$ cat src/rtl/pipe_hazard_ctrl_pkg.sv
// Shared definitions for the pipeline hazard controller.
//   state_t      : sequencer states RUN / MEMWAIT / DRAIN / HALT
//   IFID..MEMWB  : bit positions of the stage registers in stg_en / stg_flush
//   DRAIN_DEPTH  : unfrozen cycles needed to retire older instructions on halt
package pipe_hazard_ctrl_pkg;

  typedef enum logic [1:0] {
    RUN     = 2'd0,
    MEMWAIT = 2'd1,
    DRAIN   = 2'd2,
    HALT    = 2'd3
  } state_t;

  localparam int IFID  = 0;
  localparam int IDEX  = 1;
  localparam int EXMEM = 2;
  localparam int MEMWB = 3;

  localparam int DRAIN_DEPTH = 3;

endpackage

$ cat src/rtl/pipe_hazard_ctrl_if.sv
// Bundle between the core datapath and the hazard controller.
//   master : core side, drives the decode/memory status, receives enables
//   slave  : controller side
// Inputs to the controller: ID register indices and usage flags, ID/EX rd and
// load flag, branch resolution, dmem request/ack, halt request.
// Outputs from the controller: PC/stage enables, flush strobes, halted,
// sticky timeout error and the stall/flush performance counters.
interface pipe_hazard_ctrl_if #(
  parameter int REGW = 5,
  parameter int CNTW = 32
);
  logic [REGW-1:0] id_rs1;
  logic [REGW-1:0] id_rs2;
  logic            id_rs1_used;
  logic            id_rs2_used;
  logic [REGW-1:0] ex_rd;
  logic            ex_memread;
  logic            br_taken;
  logic            dmem_req;
  logic            dmem_ack;
  logic            halt_req;
  logic            pc_en;
  logic [3:0]      stg_en;
  logic [3:0]      stg_flush;
  logic            halted;
  logic            err_timeout;
  logic [CNTW-1:0] stall_cnt;
  logic [CNTW-1:0] flush_cnt;

  modport master (
    output id_rs1, id_rs2, id_rs1_used, id_rs2_used, ex_rd, ex_memread,
           br_taken, dmem_req, dmem_ack, halt_req,
    input  pc_en, stg_en, stg_flush, halted, err_timeout, stall_cnt, flush_cnt
  );

  modport slave (
    input  id_rs1, id_rs2, id_rs1_used, id_rs2_used, ex_rd, ex_memread,
           br_taken, dmem_req, dmem_ack, halt_req,
    output pc_en, stg_en, stg_flush, halted, err_timeout, stall_cnt, flush_cnt
  );
endinterface

$ cat src/rtl/pipe_hazard_ctrl_hazard_detect.sv
// Combinational load-use hazard detection.
//   id_rs1/id_rs2, id_rs*_used : source operands of the instruction in ID
//   ex_rd, ex_memread          : destination and load flag of the ID/EX slot
//   lu                         : ID instruction needs the load result now
// x0 is never a real dependency, so a load targeting x0 never stalls.
module pipe_hazard_ctrl_hazard_detect #(
  parameter int REGW = 5
) (
  input  logic [REGW-1:0] id_rs1,
  input  logic [REGW-1:0] id_rs2,
  input  logic            id_rs1_used,
  input  logic            id_rs2_used,
  input  logic [REGW-1:0] ex_rd,
  input  logic            ex_memread,
  output logic            lu
);

  logic rs1_hit;
  logic rs2_hit;

  assign rs1_hit = id_rs1_used && (id_rs1 == ex_rd);
  assign rs2_hit = id_rs2_used && (id_rs2 == ex_rd);
  assign lu      = ex_memread && (ex_rd != '0) && (rs1_hit || rs2_hit);

endmodule

$ cat src/rtl/pipe_hazard_ctrl.sv
// Pipeline sequencer for the RV32I core: PC and IF/ID, ID/EX, EX/MEM, MEM/WB
// enables and NOP-inject strobes, load-use stalls, taken-branch flushes,
// dmem wait states with timeout, drain-and-halt on ecall/ebreak, and
// stall/flush performance counters.
//   clk   : core clock
//   rst_n : asynchronous active-low reset
//   bus   : controller side of pipe_hazard_ctrl_if (see interface header)
// Enables and strobes are decoded combinationally from the state and the
// current inputs; state, counters and the error flag are registered.
module pipe_hazard_ctrl
  import pipe_hazard_ctrl_pkg::*;
#(
  parameter int REGW    = 5,
  parameter int TIMEOUT = 16,
  parameter int CNTW    = 32
) (
  input  logic              clk,
  input  logic              rst_n,
  pipe_hazard_ctrl_if.slave bus
);

  localparam int WCW = $clog2(TIMEOUT + 1);

  state_t          state;
  logic [WCW-1:0]  wait_cnt;
  logic [1:0]      drain_cnt;
  logic            err_timeout;
  logic [CNTW-1:0] stall_cnt;
  logic [CNTW-1:0] flush_cnt;

  logic            lu;
  logic            mw;
  logic            pc_en;
  logic [3:0]      stg_en;
  logic [3:0]      stg_flush;
  logic            take_br;
  logic            take_halt;
  logic            wait_expired;

  pipe_hazard_ctrl_hazard_detect #(.REGW(REGW)) u_hazard_detect (
    .id_rs1      (bus.id_rs1),
    .id_rs2      (bus.id_rs2),
    .id_rs1_used (bus.id_rs1_used),
    .id_rs2_used (bus.id_rs2_used),
    .ex_rd       (bus.ex_rd),
    .ex_memread  (bus.ex_memread),
    .lu          (lu)
  );

  assign mw = bus.dmem_req && !bus.dmem_ack;

  // This wait cycle would be the TIMEOUT-th consecutive one without an ack.
  assign wait_expired = (wait_cnt == WCW'(TIMEOUT - 1));

  always_comb begin
    pc_en     = 1'b1;
    stg_en    = 4'b1111;
    stg_flush = 4'b0000;
    take_br   = 1'b0;
    take_halt = 1'b0;
    unique case (state)
      RUN, MEMWAIT: begin
        // MEMWAIT stays frozen until ack; once acked it decodes like RUN.
        if ((state == RUN && mw) || (state == MEMWAIT && !bus.dmem_ack)) begin
          pc_en  = 1'b0;
          stg_en = 4'b0000;
        end else if (bus.br_taken) begin
          // Killing IF/ID and ID/EX also removes any load-use dependent and
          // any wrong-path halt request, so neither is honoured here.
          stg_flush[IFID] = 1'b1;
          stg_flush[IDEX] = 1'b1;
          take_br         = 1'b1;
        end else if (lu) begin
          pc_en           = 1'b0;
          stg_en[IFID]    = 1'b0;
          stg_flush[IDEX] = 1'b1;
        end else if (bus.halt_req) begin
          pc_en           = 1'b0;
          stg_flush[IFID] = 1'b1;
          take_halt       = 1'b1;
        end
      end
      DRAIN: begin
        pc_en = 1'b0;
        if (mw) stg_en = 4'b0000;
        else    stg_flush[IFID] = 1'b1;
      end
      HALT: begin
        pc_en  = 1'b0;
        stg_en = 4'b0000;
      end
      default: ;
    endcase
  end

  always_ff @(posedge clk or negedge rst_n) begin
    if (!rst_n) begin
      state       <= RUN;
      wait_cnt    <= '0;
      drain_cnt   <= '0;
      err_timeout <= 1'b0;
      stall_cnt   <= '0;
      flush_cnt   <= '0;
    end else begin
      if (!pc_en && state != HALT) stall_cnt <= stall_cnt + 1'b1;
      if (take_br)                 flush_cnt <= flush_cnt + 1'b1;
      unique case (state)
        RUN: begin
          if (mw) begin
            state    <= MEMWAIT;
            wait_cnt <= WCW'(1);
          end else if (take_halt) begin
            state     <= DRAIN;
            drain_cnt <= '0;
          end
        end
        MEMWAIT: begin
          if (bus.dmem_ack) begin
            wait_cnt  <= '0;
            drain_cnt <= '0;
            state     <= take_halt ? DRAIN : RUN;
          end else if (wait_expired) begin
            err_timeout <= 1'b1;
            state       <= HALT;
          end else begin
            wait_cnt <= wait_cnt + 1'b1;
          end
        end
        DRAIN: begin
          if (mw) begin
            if (wait_expired) begin
              err_timeout <= 1'b1;
              state       <= HALT;
            end else begin
              wait_cnt <= wait_cnt + 1'b1;
            end
          end else begin
            wait_cnt <= '0;
            if (drain_cnt == 2'(DRAIN_DEPTH - 1)) state <= HALT;
            else                                  drain_cnt <= drain_cnt + 1'b1;
          end
        end
        HALT: ;
        default: state <= RUN;
      endcase
    end
  end

  assign bus.pc_en       = pc_en;
  assign bus.stg_en      = stg_en;
  assign bus.stg_flush   = stg_flush;
  assign bus.halted      = (state == HALT);
  assign bus.err_timeout = err_timeout;
  assign bus.stall_cnt   = stall_cnt;
  assign bus.flush_cnt   = flush_cnt;

endmodule

$ cat src/flat_wrapper.sv
// flat-port wrapper written by rule: the top's interface ports become plain ports
module pipe_hazard_ctrl_flat import pipe_hazard_ctrl_pkg::*;
#(
  parameter int REGW    = 5,
  parameter int TIMEOUT = 16,
  parameter int CNTW    = 32
)
  (clk, rst_n, bus_id_rs1, bus_id_rs2, bus_id_rs1_used, bus_id_rs2_used, bus_ex_rd, bus_ex_memread, bus_br_taken, bus_dmem_req, bus_dmem_ack, bus_halt_req, bus_pc_en, bus_stg_en, bus_stg_flush, bus_halted, bus_err_timeout, bus_stall_cnt, bus_flush_cnt);
  pipe_hazard_ctrl_if #(.REGW(REGW), .CNTW(CNTW)) bus_i ();
  input  logic clk;
  input  logic rst_n;
  input wire logic [$bits(bus_i.id_rs1)-1:0] bus_id_rs1;
  input wire logic [$bits(bus_i.id_rs2)-1:0] bus_id_rs2;
  input wire logic [$bits(bus_i.id_rs1_used)-1:0] bus_id_rs1_used;
  input wire logic [$bits(bus_i.id_rs2_used)-1:0] bus_id_rs2_used;
  input wire logic [$bits(bus_i.ex_rd)-1:0] bus_ex_rd;
  input wire logic [$bits(bus_i.ex_memread)-1:0] bus_ex_memread;
  input wire logic [$bits(bus_i.br_taken)-1:0] bus_br_taken;
  input wire logic [$bits(bus_i.dmem_req)-1:0] bus_dmem_req;
  input wire logic [$bits(bus_i.dmem_ack)-1:0] bus_dmem_ack;
  input wire logic [$bits(bus_i.halt_req)-1:0] bus_halt_req;
  output wire logic [$bits(bus_i.pc_en)-1:0] bus_pc_en;
  output wire logic [$bits(bus_i.stg_en)-1:0] bus_stg_en;
  output wire logic [$bits(bus_i.stg_flush)-1:0] bus_stg_flush;
  output wire logic [$bits(bus_i.halted)-1:0] bus_halted;
  output wire logic [$bits(bus_i.err_timeout)-1:0] bus_err_timeout;
  output wire logic [$bits(bus_i.stall_cnt)-1:0] bus_stall_cnt;
  output wire logic [$bits(bus_i.flush_cnt)-1:0] bus_flush_cnt;
  assign bus_i.id_rs1 = bus_id_rs1;
  assign bus_i.id_rs2 = bus_id_rs2;
  assign bus_i.id_rs1_used = bus_id_rs1_used;
  assign bus_i.id_rs2_used = bus_id_rs2_used;
  assign bus_i.ex_rd = bus_ex_rd;
  assign bus_i.ex_memread = bus_ex_memread;
  assign bus_i.br_taken = bus_br_taken;
  assign bus_i.dmem_req = bus_dmem_req;
  assign bus_i.dmem_ack = bus_dmem_ack;
  assign bus_i.halt_req = bus_halt_req;
  assign bus_pc_en = bus_i.pc_en;
  assign bus_stg_en = bus_i.stg_en;
  assign bus_stg_flush = bus_i.stg_flush;
  assign bus_halted = bus_i.halted;
  assign bus_err_timeout = bus_i.err_timeout;
  assign bus_stall_cnt = bus_i.stall_cnt;
  assign bus_flush_cnt = bus_i.flush_cnt;
  pipe_hazard_ctrl #(.REGW(REGW), .TIMEOUT(TIMEOUT), .CNTW(CNTW)) u_core (.clk(clk), .rst_n(rst_n), .bus(bus_i));
endmodule
$ cat config.mk
export PLATFORM = sky130hd
export DESIGN_NAME = pipe_hazard_ctrl_flat
export DESIGN_NICKNAME = d
export VERILOG_FILES = /design/src/rtl/pipe_hazard_ctrl_pkg.sv /design/src/rtl/pipe_hazard_ctrl_if.sv /design/src/rtl/pipe_hazard_ctrl_hazard_detect.sv /design/src/rtl/pipe_hazard_ctrl.sv /design/src/flat_wrapper.sv
export SDC_FILE = /design/constraint.sdc
export NUM_CORES = 1
export LEC_CHECK = 0
export BUFFER_PORTS_ARGS = -buffer_cell sky130_fd_sc_hd__buf_2
export CAP_MARGIN = 20
export CORE_AREA = 2 2 105 87
export CTS_CLUSTER_DIAMETER = 60
export DETAILED_ROUTE_END_ITERATION = 10
export DIE_AREA = 0 0 107 89
export PLACE_DENSITY = 0.82
export SLEW_MARGIN = 20
export SYNTH_ARGS = -nofsm -noshare
export SYNTH_HDL_FRONTEND = slang
export SYNTH_SLANG_ARGS = --single-unit
export TNS_END_PERCENT = 5
$ cat constraint.sdc
create_clock -name clk -period 2 [get_ports clk]
set_input_delay 0 -clock clk [delete_from_list [all_inputs] [get_ports clk]]
set_output_delay 0 -clock clk [all_outputs]
set_load 0.01 [all_outputs]
==> results of run 1 <==
## kinds of logic (layout without fill, tap and decap cells)
family	after synthesis	in the layout	synth area share
and+or+nand+nor	162	162	0.217
DFF	74	74	0.469
xor gates and xnor gates	72	72	0.160
AOI/OAI and AO/OA	43	43	0.0748
buffers and inverters	25	139	0.0342
adders and majority gates	8	8	0.0253
muxes	7	7	0.0190
other	1	2	0.000949
## routing by layer
metal,GRT usage,part of all wire
met1,0.243,0.46
met4,0.0508,0.0091
met3,0.0517,0.052
met2,0.318,0.48
met5,0,0
## metrics by stage
step | area (um^2) | setup WS [ns] | cells
6_report | 4920 | 0.0609 | 619
5_1_grt | 4920 | -0.0758 | 619
4_1_cts | 4870 | 0.0320 | 619
3_5_place_dp | 4610 | -0.00884 | 602
3_3_place_gp | 4610 | 0.0660 | 602
2_1_floorplan | 3970 | -0.0130 | 393
## tightest hold or removal path, stage by stage
cell	delay, ns
buf_2	0.16
nand3_1	0.11
xnor2_1	0.06
## state kept, by name, indices dropped and copies added, names as in the netlist
name                    flops
u_core.drain_cnt            2
u_core.wait_cnt             5
u_core.bus.err_timeout      1
u_core.bus.stall_cnt       32
u_core.state                2
u_core.bus.flush_cnt       32
## where the power goes
group | internal [W] | switching [W]
combinational | 0.000899 | 0.00113
clock | 0.000811 | 0.000539
sequential | 0.00169 | 0.000190
total | 0.00340 | 0.00186
## cell usage in the layout, fill, tap and decap left out, drive strengths merged, types with 17 or more instances in the layout
cell   instances
nand2         35
xnor2         39
nor2          24
xor2          33
dfrtp         74
nor4          17
buf          110
nand3         26
## synthesized netlist by cell type, types with 12 or more instances
cell      n
nand3_1  26
nor4_1   14
nor3_1   12
nor2_1   24
a21oi_1  13
xor2_1   33
nand2_1  35
nand4_1  13
and3_1   12
inv_1    12
dfrtp_1  74
xnor2_1  39
## layout make-up
cell class              count  area (um^2)  area share
clock buffers              13          169      0.0343
clock inverters             3         68.8      0.0140
inverters                  12         45.0     0.00915
multi-input cells         294         2040       0.414
flip-flops and latches     74         1850       0.376
well taps                 112          140      0.0285
repair buffers            111          611       0.124
## worst paths after layout
path	endpoint	slack, ns	cells past startpoint
setup / recovery	u_core.bus.stall_cnt[1]	0.06	8
hold / removal	u_core.bus.flush_cnt[2]	0.04	3
setup reg to reg	u_core.bus.stall_cnt[1]	0.06	8
hold reg to reg	u_core.bus.err_timeout	0.47	1
max in group asynchronous	u_core.bus.flush_cnt[24]	1.19	3
min in group asynchronous	u_core.bus.stall_cnt[16]	0.17	2
## timing repair
action,in CTS,in global routing
endpoints found under the setup margin,3,30
hold endpoints to repair,36,0
cloned,0,0
resized for setup,2,10
pin swaps,0,1
hold buffers,1,0
==> impl_metrics.env, run 1 <==
export IMPL_diodes=0
export IMPL_htreeDepth=3
export IMPL_crit_required_ns=2.22
export IMPL_cts_setup_buffers=0
export IMPL_drcViolationCount=0
export IMPL_final_setup_viol_count=0
export IMPL_grt_remaining_overflow=0
export IMPL_vias=3310
export IMPL_worst_setup_path_start_kind="flop"
export IMPL_rows=30
export IMPL_fin_hold_ws_ns=0.0358
export IMPL_grt_pass1_wl_um=14500
export IMPL_chipHeight_um=89
export IMPL_seq_area_frac_synth=0.469
export IMPL_worst_ir_drop_vdd_v=0.000728
export IMPL_critPathMaxStageDelay_ns=0.39
export IMPL_final_util=0.588
export IMPL_hp_class="in -> reg"
export IMPL_min_period_over_period=0.970
export IMPL_crit_path_end_kind="flop"
export IMPL_synthFlopType="dfrtp_1"
export IMPL_ant_nets=0
export IMPL_wl_per_cell_um=14.2
export IMPL_grt_pass1_vias=3154
export IMPL_synth_cell_types=46
export IMPL_path_cells="inv_2, ha_2, a21oi_2, nor2_1, o31a_1, a31oi_4, buf_12, mux2_4"
export IMPL_cts_sinks=74
export IMPL_path_clk_slew_ns=0.08
export IMPL_yosys_warnings=0
export IMPL_tns_ns=0
export IMPL_routed_wl_um=8800
export IMPL_slowest_stage="dfrtp_1"
export IMPL_drive_gt1_frac=0.294
export IMPL_syn_inst=392
export IMPL_dr_pass1_iters=4
export IMPL_synth_avg_cell_area_um2=10.1
export IMPL_slew_viol_final=0
export IMPL_reg2reg_from="u_core.state[0]"
export IMPL_coreArea_um2=8370
export IMPL_period_needed_ns=1.94
export IMPL_synth_top_cell_by_area="dfrtp_1"
export IMPL_path_buf_inv=2
export IMPL_hp_start="bus_br_taken"
export IMPL_fmax_mhz=516
export IMPL_grt_setup_unrepaired="yes"
export IMPL_cap_violations=0
export IMPL_critPathKind="reg -> reg"
export IMPL_cts_tree="done"
export IMPL_cp_arrival_ns=2.16
export IMPL_power_density_nw_per_um2=1070
export IMPL_antenna_found_initial=0
export IMPL_final_nets=534
export IMPL_die_area_um2=9520
export IMPL_path_max_fanout=32
export IMPL_gp_congestion=0.875
export IMPL_dp_hpwl_um=6570
export IMPL_crit_start="u_core.state[0]"
export IMPL_ys_top_cells_by_area="dfrtp_1 47%, xnor2_1 8.6%, xor2_1 7.3%"
export IMPL_status="finished, final reports clean"
export IMPL_synth_top_area_share=0.469
export IMPL_grt_max_degree=39
export IMPL_syn_area_um2=3950
export IMPL_synth_edf_count=0
export IMPL_start_util=0.472
export IMPL_num_io_pins=99
export IMPL_viasPerCell=5.35
export IMPL_cts_max_path_buffers=2
export IMPL_clock_latency_ns=0.34
export IMPL_n_fill_cell=691
export IMPL_cts_root_buffer="clkbuf_8"
export IMPL_async_flop_share=1.00
export IMPL_drt_initial_drc_count=165
export IMPL_ys_seq_elements=74
export IMPL_grtUsageTotal=0.188
export IMPL_io_buffers=96
export IMPL_crit_family="compound AO/OA/AOI/OAI gates"
export IMPL_skew_ns=0.0103
export IMPL_dieWidth_um=107
export IMPL_power_total_w=0.00526
export IMPL_syn2layout_area_growth_pct=24.6
export IMPL_p_leak_nw=2.51
export IMPL_cts_made_buffers=9
export IMPL_hold_viol=0
No activity file was read; power rests on OpenSTA's default activity.
==> run 2: changes to the inputs <==
- CORE_AREA: 2 2 105 87 -> 5 5 108 90
- DIE_AREA: 0 0 107 89 -> 0 0 113 95
==> run 2 against run 1 <==
- sequential share of layout area is 0.58 points lower
- first-iteration DRC count is 7.9% lower
- sequential power barely moved
- largest cell class unchanged
- highest routed layer unchanged
==> impl_metrics.env, run 2 (synthesized netlist as in run 1, its figures left out) <==
export IMPL_grt_pass1_vias=3246
export IMPL_crit_path_end_kind="flop"
export IMPL_drive_gt1_frac=0.316
export IMPL_wl_per_cell_um=14.6
export IMPL_rows=31
export IMPL_die_area_um2=10700
export IMPL_cts_root_buffer="clkbuf_8"
export IMPL_cts_max_path_buffers=2
export IMPL_layout_commonest_cell="buf_2"
export IMPL_cts_made_buffers=9
export IMPL_cts_sinks=74
export IMPL_layout_common_cells="96 x buf_2, 74 x dfrtp_1, 39 x xnor2_1, 35 x nand2_1, 33 x xor2_1"
export IMPL_critPathMaxStageDelay_ns=0.40
export IMPL_power_density_nw_per_um2=1070
export IMPL_io_buffers=96
export IMPL_crit_start="u_core.state[0]"
export IMPL_p_leak_nw=2.52
export IMPL_reg2reg_depth=8
export IMPL_final_nets=537
export IMPL_critPathKind="reg -> reg"
export IMPL_final_setup_viol_count=0
export IMPL_cap_violations=0
export IMPL_grt_pass1_wl_um=15100
export IMPL_slowest_stage="dfrtp_1"
export IMPL_path_clk_slew_ns=0.08
export IMPL_min_period_over_period=0.964
export IMPL_reg2reg_from="u_core.state[0]"
export IMPL_crit_required_ns=2.23
export IMPL_path_max_fanout=19
export IMPL_hp_class="in -> reg"
export IMPL_grt_remaining_overflow=0
export IMPL_grt_max_degree=75
export IMPL_holdPathStages=3
export IMPL_grtUsageTotal=0.172
export IMPL_chipHeight_um=95
export IMPL_vias=3302
export IMPL_cts_tree="done"
export IMPL_grt_setup_unrepaired="yes"
export IMPL_diodes=0
export IMPL_slew_viol_final=0
export IMPL_cp_arrival_ns=2.16
export IMPL_worst_ir_drop_vdd_v=0.000653
export IMPL_path_buf_inv=2
export IMPL_num_io_pins=99
export IMPL_gp_congestion=0.915
export IMPL_start_util=0.457
export IMPL_final_util=0.578
export IMPL_fmax_mhz=519
export IMPL_critPathCapture="u_core.bus.stall_cnt[1]"
export IMPL_reg2reg_to="u_core.bus.stall_cnt[1]"
export IMPL_htreeDepth=3
export IMPL_hold_viol=0
export IMPL_pre_cts_ws_ns=-0.103
export IMPL_drcViolationCount=0
export IMPL_worst_setup_path_start_kind="flop"
export IMPL_viasPerCell=5.28
export IMPL_skew_ns=0.0121
export IMPL_r2r_slack_ns=0.07
export IMPL_status="finished, final reports clean"
export IMPL_dieWidth_um=113
export IMPL_path_cells="inv_2, ha_2, a21oi_2, nor2_1, o31a_1, a31oi_4, buf_12, mux2_4"
export IMPL_crit_family="compound AO/OA/AOI/OAI gates"
export IMPL_tns_ns=0
export IMPL_syn2layout_area_growth_pct=26.5
export IMPL_coreArea_um2=8650
export IMPL_power_total_w=0.00537
export IMPL_fin_hold_ws_ns=0.0261
export IMPL_drt_initial_drc_count=152
export IMPL_period_needed_ns=1.93
export IMPL_cts_setup_buffers=0
export IMPL_fin_ws_ns=0.0724
export IMPL_antenna_found_initial=0
export IMPL_dr_pass1_iters=4
export IMPL_largestRegisters="u_core.bus.flush_cnt (32), u_core.bus.stall_cnt (32), u_core.wait_cnt (5)"
export IMPL_cp_num_cells=8
export IMPL_ant_nets=0
export IMPL_dp_hpwl_um=6770
export IMPL_clock_latency_ns=0.35
export IMPL_routed_wl_um=9110
run 2: cell count changes in the layout (fill, tap and decap cells not counted), moves of 2 or more:
cell	previous run	this run
nand3_2	0	2
nor2_2	1	4
clkbuf_8	12	9
nand3_1	26	24
nor4_2	6	9
nor2_1	23	19
nor4_1	9	7
run 2: where the power goes:
| part | internal, W | switching [W] |
|---|---|---|
| logic | 0.000935 | 0.00114 |
| registers | 0.00169 | 0.000179 |
| clock network | 0.000839 | 0.000583 |
| total | 0.00346 | 0.00191 |
run 2: repair_timing:
action | in CTS | in global routing
gates resized for setup | 6 | 15
hold endpoints to repair | 74 | 0
endpoints found under the setup margin | 9 | 38
hold buffers | 1 | 0
run 2: area by class of cell:
cell class	count	area, um^2
Sequential cell	74	1850
Multi-Input combinational cell	294	2060
Tap cell	115	144
Timing Repair Buffer	114	647
Clock inverter	7	124
Fill cell	765	3650
Clock buffer	9	124
Inverter	12	45.0
run 2: per-layer routing:
layer	up-vias	wire, um	track usage
met2	87	4580	0.291
li1	1598	-	-
met3	14	558	0.0416
met4	0	128	0.0541
met5	-	0	0
met1	1603	3850	0.220
run 2: how the worst min path moves through the flow:
stage                       from                  endpoint  slack (ns)
CTS                 bus_br_taken   u_core.bus.flush_cnt[2]       0.005
detailed placement         rst_n  u_core.bus.stall_cnt[27]        0.07
global placement           rst_n  u_core.bus.stall_cnt[21]        0.06
floorplan                  rst_n    u_core.bus.err_timeout       -0.30
finish              bus_br_taken   u_core.bus.flush_cnt[2]        0.03
global route        bus_br_taken   u_core.bus.flush_cnt[2]        0.04
run 2: worst reg2reg max path, delay by kind of cell (launching register included):
family,cells,cell delay [ns]
AO/OA/AOI/OAI,3,0.63
flip-flops,1,0.40
adder cells (fa/ha/maj),1,0.19
multiplexers,1,0.30
buffers and inverters,2,0.25
AND/OR/NAND/NOR,1,0.05
run 2: per-stage QoR:
stage	std cells	cell area, um^2
final	625	5000
after floorplan	393	3970
after global placement	608	4650
after global routing	625	5000
after detailed placement	608	4650
after CTS	625	4930
